--- config.mk ---
export PLATFORM = sky130hd
export DESIGN_NAME = decode_rr_arbiter
export DESIGN_NICKNAME = d
export VERILOG_FILES = /design/src/rtl/decode_rr_arbiter.sv
export SDC_FILE = /design/constraint.sdc
export NUM_CORES = 1
export LEC_CHECK = 0
export BUFFER_PORTS_ARGS = -buffer_cell sky130_fd_sc_hd__buf_2
export CORE_MARGIN = 5
export CORE_UTILIZATION = 55
export CTS_BUF_LIST = sky130_fd_sc_hd__clkbuf_8
export CTS_CLUSTER_DIAMETER = 60
export DETAILED_ROUTE_END_ITERATION = 10
export PLACE_DENSITY_LB_ADDON = 0.05
export SYNTH_ARGS = -nofsm -noshare
export SYNTH_HDL_FRONTEND = slang
export SYNTH_SLANG_ARGS = --single-unit
--- constraint.sdc ---
create_clock -name clk -period 5.5 [get_ports clk]
set_input_delay 0.55 -clock clk [delete_from_list [all_inputs] [get_ports clk]]
set_output_delay 0.55 -clock clk [all_outputs]
set_load 0.01 [all_outputs]
--- src/rtl/decode_rr_arbiter.sv ---
// Round-robin arbiter feeding a variable decoder. It picks one requester
// and presents its binary index and the matching registered one-hot grant.
// Each grant is held until done, request withdrawal or the hold limit.
// One dead cycle always separates successive owners.
module decode_rr_arbiter #(
    parameter int unsigned IDX_W    = 4,
    parameter int unsigned MAX_HOLD = 255,
    parameter int unsigned HOLD_W   = 8
) (
    input  logic                    clk,
    input  logic                    rst_n,
    input  logic [(2**IDX_W)-1:0]   req_in,
    input  logic                    done_in,
    output logic [IDX_W-1:0]        grant_idx_out,
    output logic [(2**IDX_W)-1:0]   grant_out,
    output logic                    grant_vld_out,
    output logic                    timeout_out
);

    localparam int unsigned N_REQ = 2 ** IDX_W;

    typedef enum logic [1:0] {
        S_IDLE    = 2'd0,
        S_GRANT   = 2'd1,
        S_RELEASE = 2'd2
    } state_t;

    state_t            state;
    logic [IDX_W-1:0]  ptr;
    logic [IDX_W-1:0]  idx;
    logic [HOLD_W-1:0] hcnt;

    logic [IDX_W-1:0]  pick_idx;
    logic              pick_vld;
    logic [IDX_W-1:0]  cand;
    logic              hold_limit;
    logic              release_now;

    // First set request at or above ptr, wrapping through the top index
    always_comb begin
        pick_idx = '0;
        pick_vld = 1'b0;
        cand     = '0;
        for (int unsigned i = 0; i < N_REQ; i++) begin
            cand = ptr + IDX_W'(i);
            if (!pick_vld && req_in[cand]) begin
                pick_idx = cand;
                pick_vld = 1'b1;
            end
        end
    end

    // Release causes of the current owner
    always_comb begin
        hold_limit  = (hcnt == HOLD_W'(MAX_HOLD - 1));
        release_now = done_in || !req_in[idx] || hold_limit;
    end

    assign grant_idx_out = idx;

    // Arbitration FSM with registered grant outputs
    always_ff @(posedge clk or negedge rst_n) begin
        if (!rst_n) begin
            state         <= S_IDLE;
            ptr           <= '0;
            idx           <= '0;
            hcnt          <= '0;
            grant_vld_out <= 1'b0;
            grant_out     <= '0;
            timeout_out   <= 1'b0;
        end else begin
            timeout_out <= 1'b0;
            case (state)
                S_IDLE: begin
                    if (pick_vld) begin
                        idx           <= pick_idx;
                        hcnt          <= '0;
                        grant_vld_out <= 1'b1;
                        grant_out     <= N_REQ'(1) << pick_idx;
                        state         <= S_GRANT;
                    end
                end
                S_GRANT: begin
                    hcnt <= hcnt + HOLD_W'(1);
                    if (release_now) begin
                        // Done or withdrawal outranks the hold limit
                        timeout_out   <= !done_in && req_in[idx];
                        ptr           <= idx + IDX_W'(1);
                        grant_vld_out <= 1'b0;
                        grant_out     <= '0;
                        state         <= S_RELEASE;
                    end
                end
                S_RELEASE: begin
                    state <= S_IDLE;
                end
                default: begin
                    state         <= S_IDLE;
                    grant_vld_out <= 1'b0;
                    grant_out     <= '0;
                end
            endcase
        end
    end

endmodule

==> reports/results.tsv <==
stage	metric	value	unit
grt	largest net degree at the start of global routing	37	
logic_synthesis	Syn Area/Cell	9.97	um2
grt	first-pass GRT wire length	21.3	mm
logic_synthesis	synthesized area	4350	um2
timing	crit path time final	4620	ps
timing	relative slew slack	0.480	
detailed_routing	post-DR wirelength/cell	22.8	um
timing	Worst-Margin Slew	779	ps
clocking	Resized Gates After CTS	0	
clocking	clk root buf	clkbuf_8	
critical_path	CP delay by family, top	compound AO/OA/AOI/OAI gates	
logic_synthesis	EDFF count, synth	0	
timing	max frequency	217	MHz
logic_synthesis	sequential cell area fraction in the yosys report	0.207	
place	Post-Place Worst Slack	967	ps
flow_run	max_cap viols	0	
clocking	Reg clk slew, reported paths	70	ps
floorplanning	Die Width	98.9	um
logic_synthesis	main flop type after synthesis	dfrtp_1	
clocking	TritonCTS clock tree	done	
detailed_routing	Metal-1 WL	5.52	mm
grt	gr usage total	0.271	
worst_hold_path	worst min-delay path category	in -> async	
critical_path	required time of the worst setup path	5640	ps
logic_synthesis	post-synthesis register bit count	36	
critical_path	critical path depth	12	
timing	crit share post-route	0.839	
run_status	status	finished clean	
detailed_routing	DR pass1 iterations	6	
layout	final antenna diode count	0	
critical_path	maximum fanout along the worst path	13	
detailed_routing	DRC errors left	0	
critical_path	slowest CP cell	ha_1	
timing	total negative slack	0	ps
detailed_routing	Detailed Route WL	12.9	mm
clocking	setup bufs post-CTS	0	
critical_path	CP startpoint kind	register	
clocking	H-Tree Depth	2	
floorplanning	Ports	41	
grt	initial antenna violation count	0	
critical_path	CP endpoint kind	register	
timing	Hold Violations, Final	0	
timing	final setup violation count	0	
critical_path	reg2reg path depth	12	
floorplanning	die span in y	98.9	um
timing	Setup WS post-layout	884	ps
logic_synthesis	Yosys cell types	70	
critical_path	Crit Path Class	reg -> reg	
critical_path	crit-path max cell delay	680	ps
floorplanning	CORE AREA	7730	um2
detailed_routing	routed wl met2	5.85	mm
timing	RSZ-0062 raised after global routing	false	
detailed_routing	Vias/cell	7.01	
timing	fin. max-slew vios	0	
logic_synthesis	syn nets	465	
detailed_routing	top routing layer in use	met4	
layout	Layout Utilization	0.600	
layout	fin nets	494	
grt	vias in the first global route	3816	
logic_synthesis	Syn Inst Count	436	
clocking	CTS max path bufs	2	
place	I/O Buffers	40	
clocking	clock sinks	36	
layout	Area Growth Syn to Fin	6.59	%
timing	Final Skew	2.48	ps
critical_path	Arr. time, crit path	4750	ps
clocking	clk_lat worst skew	280	ps
detailed_routing	Routed Antenna Nets	0	
place	GPL Wtd Cong	1.00	
floorplanning	DIE AREA	9780	um2
detailed_routing	drt initial violations	240	
floorplanning	Initial Util	0.563	
critical_path	crit-path cells	inv_1, ha_1, buf_4, nor2b_1, a2111oi_0, nor4_2, a211oi_1, nand3_1, a2111oi_2, a22oi_1, a21oi_1, o41ai_1	
logic_synthesis	ys async rst share	1.00	
logic_synthesis	Syn. warnings	0	
detailed_routing	vias	3974	
grt	remaining global-route overflow	0	
critical_path	worst path buffer plus inverter count	2	
place	dpl hpwl	9.58	mm
detailed_routing	met3 wire length	1.24	mm
clocking	# hold bufs at CTS	0	
layout	layout cells sized above 1	0.252	
floorplanning	floorplan row count	32	
clocking	Inserted Clock Buffers	5	
==> sequential cells by signal, indices dropped and copies added, names as in the netlist <==
| register | count |
|---|---|
| timeout_out | 1 |
| state | 2 |
| grant_out | 16 |
| grant_idx_out | 4 |
| grant_vld_out | 1 |
| ptr | 4 |
| hcnt | 8 |
==> worst paths after layout <==
| path | start | endpoint | slack (ps) |
|---|---|---|---|
| max reg2reg | ptr[1] | grant_out[0] | 880 |
| max in group asynchronous | rst_n | grant_idx_out[2] | 4660 |
| min | rst_n | hcnt[4] | 340 |
| min reg2reg | grant_out[5] | grant_out[5] | 470 |
| min in group clk | grant_out[5] | grant_out[5] | 470 |
| max | ptr[1] | grant_out[0] | 880 |
==> cell usage in the layout (no fill, tap or decap), drive strengths merged, types with 9 or more instances in the layout <==
cell type,Yosys,final
nand2,53,53
buf,16,47
mux4,44,44
dfrtp,36,36
nor2,29,29
a21oi,26,26
mux2i,22,22
inv,17,18
o21ai,17,17
o41ai,16,16
mux2,13,13
nand3,12,12
xor2,11,11
ha,10,10
a211oi,9,9
==> layer usage <==
metal	track usage	vias up
met5	0	-
met4	0.0672	0
met3	0.0552	27
met2	0.405	204
met1	0.403	1944
li1	-	1799
==> area by class of cell <==
| cell class | instances | area [um2] |
|---|---|---|
| Multi-Input combinational cell | 358 | 3210 |
| Fill cell | 671 | 3090 |
| Sequential cell | 36 | 901 |
| Timing Repair Buffer | 47 | 253 |
| Tap cell | 102 | 128 |
| Clock buffer | 5 | 68.8 |
| Inverter | 17 | 63.8 |
| Clock inverter | 2 | 8.76 |
==> cells in the mapped netlist, types with 8 or more instances <==
master	instances	area, um2
a211oi_1	9	67.6
a21oi_1	26	130
buf_6	9	101
clkbuf_1	9	33.8
dfrtp_1	36	901
ha_1	10	125
inv_1	15	56.3
mux2_2	13	146
mux2i_1	21	210
mux4_1	8	210
mux4_2	36	811
nand2_1	53	199
nand3_1	12	60.1
nor2_1	29	109
o21ai_0	16	80.1
o41ai_1	13	114
xor2_1	10	87.6
==> cell families (layout without fill, tap and decap cells) <==
logic type,after synthesis,count (layout),share of synthesized area
and+or+nand+nor,132,132,0.147
AOI/OAI and AO/OA,119,119,0.200
muxes,79,79,0.322
buffers and inverters,42,71,0.0541
DFF,36,36,0.207
xor gates and xnor gates,18,18,0.0414
adders and majority gates,10,10,0.0288
==> per-stage QoR <==
stage	cells	hold slack [ps]	instance area (um2)
after CTS	567	370	4630
after detailed placement	560	459	4560
after floorplan	436	254	4350
final	567	336	4630
after global placement	560	457	4560
after global routing	567	415	4630
Power is not shown: default switching activity piles up to over one toggle a cycle in this logic, so the estimate is an artifact.
